## src/rtl/dbg_probe_capture_pkg.sv

```systemverilog
// Shared mode and capture-state encodings for the LED debug probe capture block.
package dbg_probe_capture_pkg;

   typedef enum logic [1:0] {
      MODE_LIVE   = 2'b00,
      MODE_RECORD = 2'b01,
      MODE_PLAY   = 2'b10,
      MODE_FREEZE = 2'b11
   } mode_e;

   typedef enum logic [1:0] {
      CAP_IDLE     = 2'd0,
      CAP_ARMED    = 2'd1,
      CAP_POSTTRIG = 2'd2,
      CAP_DONE     = 2'd3
   } cap_state_e;

endpackage

```

## src/rtl/dbg_ring_buf.sv

```systemverilog
// Capture storage: register array with one synchronous write port and one asynchronous read port.
module dbg_ring_buf #(
   parameter int DEPTH = 16,
   parameter int W     = 16,
   parameter int PTR_W = 4
) (
   input  logic             clk,
   input  logic             we,
   input  logic [PTR_W-1:0] waddr,
   input  logic [W-1:0]     wdata,
   input  logic [PTR_W-1:0] raddr,
   output logic [W-1:0]     rdata
);

   logic [W-1:0] mem [DEPTH];

   always_ff @(posedge clk) begin
      if (we) mem[waddr] <= wdata;
   end

   assign rdata = mem[raddr];

endmodule

```

## src/rtl/dbg_probe_capture.sv

```systemverilog
// LED debug mux with live, freeze, trigger-qualified record and playback modes.
module dbg_probe_capture
   import dbg_probe_capture_pkg::*;
#(
   parameter int CH_NUM = 64,
   parameter int CH_W   = 16,
   parameter int LED_W  = 16,
   parameter int SEL_W  = 8,
   parameter int DEPTH  = 16,
   parameter int PTR_W  = 4,
   parameter int POST   = 8
) (
   input  logic                     clk,
   input  logic                     rst,
   input  logic [CH_NUM*CH_W-1:0]   probe_bus,
   input  logic [15:0]              sw,
   input  logic                     sample_en,
   input  logic                     trig_in,
   output logic [LED_W-1:0]         led_data,
   output logic [1:0]               cap_state,
   output logic [PTR_W:0]           cap_count,
   output logic [PTR_W-1:0]         trig_pos
);

   localparam int              IDX_W     = (CH_NUM > 1) ? $clog2(CH_NUM) : 1;
   localparam logic [SEL_W:0]  CH_LIMIT  = (SEL_W+1)'(CH_NUM);
   localparam logic [PTR_W:0]  DEPTH_CNT = (PTR_W+1)'(DEPTH);
   localparam logic [PTR_W:0]  POST_LAST = (PTR_W+1)'(POST - 1);

   logic [CH_W-1:0]  chan [CH_NUM];
   mode_e            mode;
   mode_e            mode_q;
   cap_state_e       state_q;
   logic [SEL_W-1:0] sel;
   logic [SEL_W-1:0] cap_sel;
   logic [SEL_W-1:0] rec_sel;
   logic [PTR_W-1:0] wr_ptr;
   logic [PTR_W-1:0] trig_wr;
   logic [PTR_W-1:0] oldest;
   logic [PTR_W-1:0] raddr;
   logic [PTR_W:0]   post_cnt;
   logic [CH_W-1:0]  rec_val;
   logic [CH_W-1:0]  rdata;
   logic [LED_W-1:0] live_val;
   logic [LED_W-1:0] play_val;
   logic [LED_W-1:0] frz;
   logic             entering;
   logic             we;
   logic             unused_sw;

   genvar k;
   generate
      for (k = 0; k < CH_NUM; k++) begin : g_chan
         assign chan[k] = probe_bus[k*CH_W +: CH_W];
      end
   endgenerate

   assign mode      = mode_e'(sw[7:6]);
   assign sel       = sw[15:8];
   assign unused_sw = ^sw[5:4];

   // The first RECORD cycle latches a new channel, so the display follows the switches right away.
   assign entering = (mode == MODE_RECORD) && (state_q == CAP_IDLE);
   assign rec_sel  = entering ? sel : cap_sel;
   assign rec_val  = ({1'b0, rec_sel} < CH_LIMIT) ? chan[rec_sel[IDX_W-1:0]] : '0;
   assign live_val = ({1'b0, sel} < CH_LIMIT) ? LED_W'(chan[sel[IDX_W-1:0]]) : LED_W'(sw);

   assign we = (mode == MODE_RECORD) && sample_en &&
               ((state_q == CAP_ARMED) || (state_q == CAP_POSTTRIG));

   // Playback indices count from the oldest valid sample, which trails the write pointer by the fill level.
   assign oldest   = wr_ptr - cap_count[PTR_W-1:0];
   assign raddr    = oldest + sw[PTR_W-1:0];
   assign trig_pos = trig_wr - oldest;
   assign play_val = ({1'b0, sw[3:0]} >= 5'(cap_count)) ? '0 : LED_W'(rdata);

   assign cap_state = state_q;

   dbg_ring_buf #(
      .DEPTH (DEPTH),
      .W     (CH_W),
      .PTR_W (PTR_W)
   ) u_ring_buf (
      .clk   (clk),
      .we    (we),
      .waddr (wr_ptr),
      .wdata (rec_val),
      .raddr (raddr),
      .rdata (rdata)
   );

   always_ff @(posedge clk or negedge rst) begin
      if (!rst) begin
         led_data  <= '0;
         state_q   <= CAP_IDLE;
         cap_count <= '0;
         wr_ptr    <= '0;
         post_cnt  <= '0;
         cap_sel   <= '0;
         trig_wr   <= '0;
         frz       <= '0;
         mode_q    <= MODE_LIVE;
      end else begin
         mode_q <= mode;
         if (mode == MODE_RECORD) begin
            case (state_q)
               CAP_IDLE: begin
                  state_q   <= CAP_ARMED;
                  cap_sel   <= sel;
                  wr_ptr    <= '0;
                  cap_count <= '0;
                  post_cnt  <= '0;
                  trig_wr   <= '0;
               end
               CAP_ARMED: begin
                  if (sample_en) begin
                     wr_ptr <= wr_ptr + 1'b1;
                     if (cap_count != DEPTH_CNT) cap_count <= cap_count + 1'b1;
                     if (trig_in) begin
                        trig_wr  <= wr_ptr;
                        post_cnt <= (PTR_W+1)'(1);
                        state_q  <= (POST == 1) ? CAP_DONE : CAP_POSTTRIG;
                     end
                  end
               end
               CAP_POSTTRIG: begin
                  if (sample_en) begin
                     wr_ptr   <= wr_ptr + 1'b1;
                     post_cnt <= post_cnt + 1'b1;
                     if (cap_count != DEPTH_CNT) cap_count <= cap_count + 1'b1;
                     if (post_cnt == POST_LAST) state_q <= CAP_DONE;
                  end
               end
               default: begin
               end
            endcase
         end else begin
            state_q <= CAP_IDLE;
         end

         case (mode)
            MODE_LIVE:   led_data <= live_val;
            MODE_FREEZE: begin
               if (mode_q != MODE_FREEZE) begin
                  frz      <= live_val;
                  led_data <= live_val;
               end else begin
                  led_data <= frz;
               end
            end
            MODE_RECORD: led_data <= LED_W'(rec_val);
            default:     led_data <= play_val;
         endcase
      end
   end

endmodule

```

## config.mk

```make
export PLATFORM = sky130hd
export DESIGN_NAME = dbg_probe_capture
export DESIGN_NICKNAME = d
export VERILOG_FILES = /design/src/rtl/dbg_probe_capture_pkg.sv /design/src/rtl/dbg_ring_buf.sv /design/src/rtl/dbg_probe_capture.sv
export SDC_FILE = /design/constraint.sdc
export NUM_CORES = 1
export LEC_CHECK = 0
export ABC_CLOCK_PERIOD_IN_PS = 4600
export CAP_MARGIN = 20
export CORE_AREA = 3 3 418 420
export CTS_CLUSTER_SIZE = 28
export DETAILED_ROUTE_END_ITERATION = 12
export DIE_AREA = 0 0 421 423
export PLACE_DENSITY_LB_ADDON = 0.12
export SYNTH_ARGS = -nofsm -noshare
export SYNTH_HDL_FRONTEND = slang
export SYNTH_SLANG_ARGS = --single-unit
```

## constraint.sdc

```tcl
create_clock -name clk -period 4.6 [get_ports clk]
set_input_delay 0.92 -clock clk [delete_from_list [all_inputs] [get_ports clk]]
set_output_delay 0.92 -clock clk [all_outputs]
set_load 0.03 [all_outputs]
```

Yosys cells after proc, flatten, opt, wreduce, memory -nomap -nowiden
Memory sizes are Yosys's and may differ from the RTL's.
Index checks and enable logic that the tools add are counted.
- logic and storage cells: 88
- flip-flop bits (word level): 62
- output and inout port bits: 27
- input bits: 1044
- memory bits (writable): 256
- memories: 1
- memories (memory ; depth ; bits a word ; rd ports ; clocked after Yosys merged registers in ; wr ports ; RTL line ; source):
    u_ring_buf.mem ; 16 ; 16 ; 1 ; 0 ; 1 ; dbg_ring_buf.sv:15 ; logic [W-1:0] mem [DEPTH];
- muxes and demuxes: 32
- add/subtract/negate cells: 6
- bitwise operators: 2
- reductions and logical operators: 16
- eq/ne operators: 17
- magnitude comparators: 5
- operators with widths (cell ; count):
    $bmux 16 s6 ; 2
    $mux 16 ; 8
    $pmux 16 s3 ; 1
    $mux 5 ; 5
    $lt 8x7->1 const B ; 2
    $pmux 4 s2 ; 2
    $pmux 5 s3 ; 1
    $ge 7x7->1 const B ; 2
    $not 6->7 ; 2
    $mux 4 ; 3
    $add 5x1->5 const B ; 2
    $mux 2 ; 5
    $pmux 5 s2 ; 1
    $reduce_and 5->1 ; 2
    $ne 3x3->1 const B ; 3
    $mux 8 ; 1
    $ne 2x2->1 const B ; 4
    $reduce_and 4->1 ; 2
    $sub 4x4->4 ; 2
    $pmux 2 s3 ; 1
    $eq 5x3->1 const B ; 1
    $ge 4x5->1 ; 1
    $ne 5x5->1 const B ; 1
    $add 4x1->4 const B ; 1
    other kinds (15) ; 23

Logic depth before layout (Yosys ltp)
Gate-level depths: netlist (run 1).
- depth after elaboration: 9
- mapped depth: 16
- mapped depth without buffers: 13

Hierarchy
From an unflattened synthesis (run 1), not the netlist that was laid out.
- cell total of the unflattened synthesis: 3182
- area total of the unflattened synthesis: 31557.8 um^2
- by module, submodules not included (module ; cells each ; area an instance (um^2) ; instances):
    dbg_probe_capture ; 2766 ; 21835.9 ; 1
    dbg_ring_buf ; 416 ; 9721.8 ; 1

Least setup slack after synthesis (run 1)
No wires, ideal clock.
- kind: reg2reg
- from: register cap_count[0]
- to: register led_data[1]
- stages on the path, launching flop included: 13
- data required time: 4460 ps
- clock period less this slack: 4044 ps
- path slack: 556 ps
- arrival: 3905 ps
- path through: dfrtp_1 > ha_1 > inv_1 > fa_1 > inv_1 > fa_1 > clkbuf_1 > clkbuf_1 > clkbuf_1 > mux4_2 > mux4_2 > a22oi_1 > o2111ai_1
- cells in the longest elaborated chain, start to end: 5
- RTL lines (item ; RTL line ; source):
    from (decl) ; dbg_probe_capture.sv:21 ; output logic [PTR_W:0] cap_count,
    from (signal assigned) ; dbg_probe_capture.sv:118 ; if (cap_count != DEPTH_CNT) cap_count <= cap_count + 1'b1;
    from (signal assigned) ; dbg_probe_capture.sv:130 ; if (cap_count != DEPTH_CNT) cap_count <= cap_count + 1'b1;
    $sub 4x4->4 ; dbg_probe_capture.sv:72 ; assign oldest = wr_ptr - cap_count[PTR_W-1:0];
    $add 4x4->4 ; dbg_probe_capture.sv:73 ; assign raddr = oldest + sw[PTR_W-1:0];
    $mem_v2 16x16 ; n/a ;
    $mux 16 (*) ; dbg_probe_capture.sv:75 ; assign play_val = ({1'b0, sw[3:0]} >= 5'(cap_count)) ? '0 : LED_W'(rdata);
    $pmux 16 s3 (*) ; dbg_probe_capture.sv:141 ; case (mode)
    to (signal assigned) ; dbg_probe_capture.sv:142 ; MODE_LIVE: led_data <= live_val;
    to (signal assigned) ; dbg_probe_capture.sv:146 ; led_data <= live_val;
    to (signal assigned) ; dbg_probe_capture.sv:148 ; led_data <= frz;
    to (decl) ; dbg_probe_capture.sv:19 ; output logic [LED_W-1:0] led_data,
Every way passes the cells marked *; elsewhere a longest branch is shown, timed or not.
A chain may end at the register's enable or synchronous reset.

Worst setup path after layout (run 1)
- from: input sw[7]
- to: memory u_ring_buf.mem[11][5] (data pin)
- cells in the longest elaborated chain, start to end: 8
- RTL lines (item ; RTL line ; source):
    from (decl) ; dbg_probe_capture.sv:16 ; input logic [15:0] sw,
    $eq 2x1->1 (*) ; dbg_probe_capture.sv:63 ; assign entering = (mode == MODE_RECORD) && (state_q == CAP_IDLE);
    $logic_and 1x1->1 (*) ; dbg_probe_capture.sv:63 ;
    $mux 8 (*) ; dbg_probe_capture.sv:64 ; assign rec_sel = entering ? sel : cap_sel;
    $not 6->7 (implied by the code) ; dbg_probe_capture.sv:65 ; assign rec_val = ({1'b0, rec_sel} < CH_LIMIT) ? chan[rec_sel[IDX_W-1:0]] : '0;
    $bmux 16 s6 ; dbg_probe_capture.sv:65 ;
    $mux 16 (implied by the code) (2 in a row) ; dbg_probe_capture.sv:65 ;
    $mux 16 (*) ; dbg_probe_capture.sv:65 ;
    via rec_val[5] ; dbg_probe_capture.sv:42 ; logic [CH_W-1:0] rec_val;
    to (decl) ; dbg_ring_buf.sv:15 ;
The timed path passes the listed nets; every way through them passes the cells marked *. The select of a mux whose other input is x is not followed.

==> results of run 1 <==
==> cells in the final DEF (no fill, tap or decap), types with 25 or more instances in the layout <==
master	synthesis	final
a211oi_1	72	72
a21oi_1	167	164
a221oi_1	36	36
a22oi_1	65	65
a31oi_1	50	50
buf_12	0	54
buf_4	22	290
clkbuf_16	0	38
clkdlybuf4s50_1	0	1062
dfrtp_1	62	61
diode_2	0	65
edfxtp_1	256	256
inv_1	49	46
mux2i_1	258	252
mux4_2	355	355
nand2_1	686	686
nand3_1	187	187
nand4_1	56	56
nor2_1	101	97
nor2b_1	29	27
nor3_1	31	25
o2111ai_1	36	36
o21ai_0	76	74
==> sequential cells by signal, summed over array words and instances, names as in the netlist <==
name / cells
cap_count: 5
cap_sel: 8
cap_state: 2
frz: 16
led_data: 16
mode_q: 2
post_cnt: 5
trig_wr: 4
u_ring_buf.mem: 256
wr_ptr: 4
==> metrics by stage <==
| stage | total power [mW] | setup WS, ps | util (%) | std cells | area (µm²) |
|---|---|---|---|---|---|
| global placement | 13.4 | -546 | 27.4 | 6537 | 47000 |
| detailed placement | 13.4 | -529 | 27.4 | 6537 | 47000 |
| finish | 16.7 | -150 | 28.3 | 6671 | 48500 |
| floorplan | 8.15 | 556 | - | 3110 | 31200 |
| global route | 17.2 | 38.5 | 28.3 | 6661 | 48500 |
| CTS | 16.7 | 116 | 28.2 | 6605 | 48300 |
==> final cells by class <==
type / count / area (µm²)
diodes: 65 / 163
clock buffers: 48 / 1020
clock inverters: 20 / 312
fillers: 17900 / 123000
inverters: 54 / 221
multi-input cells: 2444 / 20700
flip-flops and latches: 318 / 9240
well taps: 2310 / 2890
repair buffers: 1412 / 14000
==> layer usage <==
metal / vias up / global-route usage [%] / routed length [µm]
met5: - / 0 / 171
met4: 28 / 13.7 / 13200
met3: 424 / 5.95 / 17400
met2: 2025 / 49.4 / 133000
met1: 19300 / 36.5 / 111000
li1: 14600 / - / -
==> worst reg2reg max path: stages (launching register included) <==
cell       delay (ps)
dfrtp_1           430
inv_1             140
ha_2              380
nand3b_1          280
a21oi_4           420
inv_16            150
buf_12            250
buf_12            170
mux2i_1           210
mux2i_1           110
o2111ai_1         700
nand4_1           490
buf_12            290
nor2_1             80
nor3_1             50
buf_4             190
==> cells by family after synthesis <==
logic type,share of synthesized area [%]
flip-flops,29.6
adder cells (fa/ha/maj),1.19
XOR/XNOR,0.417
multiplexers,34.4
AND/OR/NAND/NOR,15.9
buffers and inverters,4.95
AO/OA/AOI/OAI,13.5
==> how the worst max path moves through the flow <==
stage                       from               endpoint  slack (ps)  cells past startpoint
finish                     sw[7]  u_ring_buf.mem[11][5]        -150                     14
global route               sw[7]  u_ring_buf.mem[6][13]          40                     13
CTS                        sw[7]   u_ring_buf.mem[5][2]         120                     14
detailed placement         sw[7]   u_ring_buf.mem[4][3]        -530                     14
global placement           sw[7]   u_ring_buf.mem[4][3]        -550                     14
floorplan           cap_count[0]            led_data[1]         560                     12
==> power by group through the flow <==
stage	registers [mW]	clock network, mW	logic [mW]
after floorplan	3.57	0	4.58
after global placement	3.56	0	9.85
after detailed placement	3.55	0	9.81
after CTS	3.50	3.34	9.85
after global routing	3.50	3.45	10.3
final	3.50	3.26	9.93
==> metrics.txt, run 1 <==
outcome=complete, but fails checks; failing checks=setup timing; Hold Fails Final Rpt=0; Post-synth EDFFs=256; aggregate global-route resource usage=29.5%; initial antenna violation count=roughly 110; Worst VDD drop=248 µV; Worst R2R Setup Slack=-20 ps; Port Buf Inserts=1070; Logic pwr share=59.5%; Die W=421 µm; H-tree Lvls=2; Max stage delay cell, worst path=o2111ai_1; critical path's most frequent cell=buf_12; RSZ-0062 raised after global routing=no; Final Cycle Share=103%; HPWL Detailed=approximately 230000 µm; core area=171000 µm²; routability cong.=0.966; post-CTS sizing=3; drt total wl=roughly 270000 µm; number of buffers and inverters on the critical path=6; worst path cell trace=clkdlybuf4s50_1 -> nand3b_1 -> a21oi_4 -> inv_16 -> buf_12 -> buf_12 -> mux2i_1 -> mux2i_1 -> o2111ai_1 -> nand4_1 -> buf_12 -> nor2_1 -> nor3_1 -> buf_4; CP max FO=33; most common cell in the netlist=nand2_1; Crit. End Element=register; clock share of power=19.5%; Async SR Flop Fraction=19.5%; top cells by area, synth=mux4_2, edfxtp_1, mux2i_1, nand2_1, dfrtp_1; CTS Hold Bufs=0; CTS buffer count=37; wire per inst=41.2 µm; worst slack on hold paths=459 ps; fin worst setup slack=-150 ps; reg2reg end=u_ring_buf.mem[11][5]; P_leak=17.3 nW; fraction of layout cells with a size suffix above 1=19.2%; syn_area_per_cell=around 10 µm²; Clock Root Buffer=clkbuf_16; vias per std cell=5.45; reg2reg start=cap_state[1]; post-synth top area share=between 20 and 30%; Pwr per Cell Area=344 nW/µm²; Congestion Overflow GR=0; clk_skew=32.5 ps; clk_lat worst skew=between 500 and 600 ps; first drt pass iteration count=8; Synth Cell Area=31200 µm²; reg2reg path depth=15; Sequential Power Share=about a fifth; Area growth syn-to-layout=55.3%; Yosys top cell by area=mux4_2; clock tree buffer depth=3; sw frac=42.7%; P_sw=around 7.1 mW; Max-Cap Viols=0; count of final max-slew check failures=0; syn nets=4182; CP peak stage delay=700 ps; f_max=211 MHz; Commonest cells post-synth=nand2_1, mux4_2, mux2i_1; YS warnings=0; Yosys reg bits=318; Seq/Total Area, Yosys=29.6%; # rows=around 150; Post-synth top flop=edfxtp_1; Die Y=approximately 420 µm; Reg clk slew, reported paths=60 ps; CTS tree=built; vias in the first global route=35200; setup_tns=-3970 ps; Die ar.=178000 µm²; Layout Nets=roughly 5300; CP required=4880 ps; P_int=9.55 mW; final setup fails=33; cells after synthesis=~3100; Num Clock Sinks=around 320; arrival time at the worst endpoint=between 5000 and 6000 ps; kind of critical path=primary input to register; DRC errors left=0; vias=about 36000; post-synthesis cell type count=76; Tightest Pin Transition=1010 ps; minimum clock period=4750 ps; path category of the worst min-delay check=primary input to asynchronous set/reset pin; first-pass GRT wire length=357000 µm; 1st-iter DRT viols=4671; ANT nets after route=0; Worst Setup Start Kind=primary input; Rel. slew slack=32.2%; Ports=1071; CP top delay family=buffers and inverters; largest net degree at the start of global routing=63; Setup Fix Bufs, Post-CTS=0; starting density of the core=18.2%
(Power assumes the default switching activity.)
==> run 2, diff against run 1 <==
ABC_AREA = 1   (was not set)
CORE_AREA = 3 3 414 416   (was 3 3 418 420)
DIE_AREA = 0 0 417 419   (was 0 0 421 423)
==> run 2 against run 1 <==
Effect of this change: the flow now finishes without violations; fmax is 7.8% higher; area after synthesis is 15% higher; total power is 4.1% higher; combinational power is 9% higher; synthesized cell count is 100% higher; setup slack better by 340 ps; design area is 6.0% higher; clock-buffer cell count is 1 higher; sequential share of layout area is 1.1 points lower; first-iteration DRC count is 25% higher; largest cell class unchanged; highest routed layer unchanged.
==> metrics.txt, run 2 <==
outcome=finished clean; CP required=4980 ps (+100 ps); P_leak=22.8 nW (+32%); vias=49400 (+36%); Crit. End Element=register; H-tree Lvls=2 (unchanged); Largest regs=u_ring_buf.mem: 256 flops, frz: 16 flops, led_data: 16 flops; P_int=9.08 mW (-5.0%); setup slack at placement=-298 ps (+232 ps); fin worst setup slack=195 ps (+345 ps); wire per inst=29.9 µm (-27%); Worst VDD drop=348 µV (+40%); Post-synth top flop=edfxtp_1; syn_area_per_cell=5.73 µm² (-43%); Clock Root Buffer=clkbuf_16; Area growth syn-to-layout=43.1%; HPWL Detailed=215000 µm (-4.7%); reg2reg start=cap_state[0]; reg2reg path depth=14 (-1); Tightest Pin Transition=1140 ps (+137 ps); core area=168000 µm² (-2.2%); CP max FO=22 (-33%); clk_lat worst skew=560 ps (about the same); Pwr Total=17.4 mW (+4.1%); clock tree buffer depth=3 (unchanged); minimum clock period=4410 ps (-345 ps); Synth Cell Area=35900 µm² (+15%); drt total wl=282000 µm (+2.5%); first drt pass iteration count=6 (-2); Seq/Total Area, Yosys=25.7% (-3.9 points); initial antenna violation count=97 (-13%); path category of the worst min-delay check=primary input to asynchronous set/reset pin; Sequential Power Share=20.4% (-0.6 points); arrival time at the worst endpoint=4780 ps (-250 ps); Worst R2R Setup Slack=190 ps (+210 ps); Pwr per Cell Area=338 nW/µm² (-1.8%); vias per std cell=5.24 (-3.8%); final setup fails=0 (-100%); Die ar.=175000 µm² (-1.9%); Yosys top cell by area=nand3_1; f_max=227 MHz (+7.8%); clock share of power=17.5% (-2.0 points); # rows=150 (-1.3%); YS warnings=0 (unchanged); Yosys reg bits=318 (unchanged); Async SR Flop Fraction=19.5% (unchanged); largest net degree at the start of global routing=149 (+140%); Ports=1071 (unchanged); Die W=417 µm (-0.95%); CTS buffer count=38 (+2.7%); first-pass GRT wire length=381000 µm (+6.6%); Rel. slew slack=23.6% (-8.6 points); CTS Hold Bufs=0 (unchanged); Commonest cells post-synth=nand2_1, nand3_1, inv_1; P_sw=8.29 mW (+16%); worst slack on hold paths=431 ps (-28.0 ps); Worst Setup Start Kind=register; count of final max-slew check failures=0 (unchanged); post-synth top area share=25.1% (-0.46 points); Layout Nets=8190 (+53%); post-synthesis cell type count=45 (-41%); clk_skew=28.6 ps (-3.91 ps); RSZ-0062 raised after global routing=no; syn nets=7344 (+76%); kind of critical path=register to register; most flop-heavy register=u_ring_buf.mem; DRC errors left=0 (unchanged); ANT nets after route=0 (unchanged); sw frac=47.7% (+5.0 points); fraction of layout cells with a size suffix above 1=4.86% (-14 points); Max-Cap Viols=0 (unchanged); starting density of the core=21.4% (+3.2 points); routability cong.=0.982 (+1.6%); Port Buf Inserts=1070 (unchanged); post-route cell area=51400 µm² (+6.0%); number of flip-flops under the largest register name=256 (unchanged); Post-synth EDFFs=256 (unchanged); CTS tree=built; top cells by area, synth=nand3_1, nand2_1, edfxtp_1, inv_1, dfrtp_1; cells after synthesis=6272 (+100%); Logic pwr share=62.1% (+2.6 points); Die Y=419 µm (-0.95%); Hold Fails Final Rpt=0 (unchanged); vias in the first global route=45800 (+30%); most frequent cells in the layout=nand2_1, nand3_1, clkdlybuf4s50_1, inv_1, edfxtp_1; reg2reg end=u_ring_buf.mem[10][9]; aggregate global-route resource usage=30.6% (+1.0 points); Num Clock Sinks=318 (unchanged); Reg clk slew, reported paths=60 ps (about the same); placement-stage cell area=50000 µm² (+6.3%); 1st-iter DRT viols=5862 (+25%); commonest non-fill, non-tap cell in the layout=nand2_1; Final Cycle Share=95.8% (-7.5 points); Congestion Overflow GR=0 (unchanged); most common cell in the netlist=nand2_1
## run 2: cell count changes after synthesis, sizes merged, moves of 127 or more
cell	before	now
inv	51	640
mux2i	259	2
mux4	355	0
nand2	686	2227
nand3	187	1805
o21ai	79	206
## run 2: what timing repair did
item | in CTS | in global routing
gates cloned | 0 | 0
buffers inserted | 0 | 0
endpoints found under the setup margin | 1 | 17
resized for setup | 1 | 3
## run 2: final cells by class
class,instances,area [µm²]
clock buffers,49,1030
clock inverters,20,200
inverters,644,2440
repair buffers,1317,13400
fillers,18600,116000
diodes,73,183
multi-input cells,4799,22100
flip-flops and latches,318,9240
well taps,2204,2760
## run 2: cell families after synthesis
kind of cell,share of synthesized area (%)
AOI/OAI and AO/OA,9.08
and+or+nand+nor,50.9
buffers and inverters,13.0
adders and majority gates,1.04
muxes,0.0557
DFF,25.7
xor gates and xnor gates,0.195
## run 2: power by group through the flow
stage | Sequential [mW] | Combinational (mW) | Clock (mW)
floorplan | 3.62 | 5.64 | 0
global placement | 3.61 | 10.7 | 0
detailed placement | 3.60 | 10.7 | 0
CTS | 3.54 | 10.7 | 3.11
global route | 3.55 | 11.6 | 3.21
finish | 3.54 | 10.8 | 3.04
## run 2: metrics by stage
step           util, %  TNS, ps  cells
2_1_floorplan        -        0   6272
3_3_place_gp      29.8   -20900   9277
3_5_place_dp      29.8   -15010   9280
4_1_cts           30.6        0   9349
5_1_grt           30.7        0   9411
6_report          30.7        0   9424
## run 2: worst max-delay path, cell delays in order (launching register included)
cell,delay [ps]
dfrtp_1,450
inv_1,130
ha_1,440
nand3_2,370
o21ai_4,650
buf_12,230
buf_12,190
buf_4,190
nand3_1,110
nand3_1,170
nand3_1,100
nand3_1,130
nand3_1,220
a21boi_1,510
buf_4,300
## run 2: worst max path at each step
stage / start / slack [ps] / to / depth (start not counted)
finish: cap_state[0] / 190 / u_ring_buf.mem[10][9] / 14
global route: cap_state[0] / 60 / u_ring_buf.mem[10][9] / 14
CTS: cap_state[0] / 70 / u_ring_buf.mem[5][2] / 12
detailed placement: sw[7] / -300 / u_ring_buf.mem[5][2] / 12
global placement: sw[6] / -270 / u_ring_buf.mem[4][2] / 13
floorplan: cap_count[0] / 1140 / trig_pos[3] / 9
## run 2: per-layer routing
layer  vias to the layer above  wire (µm)  track usage (%)
met5                         -        134                0
met3                       486      19800             5.26
met4                        20      15300             16.0
met2                      2479     131000             49.7
met1                     24000     116000             38.7
li1                      22400          -                -
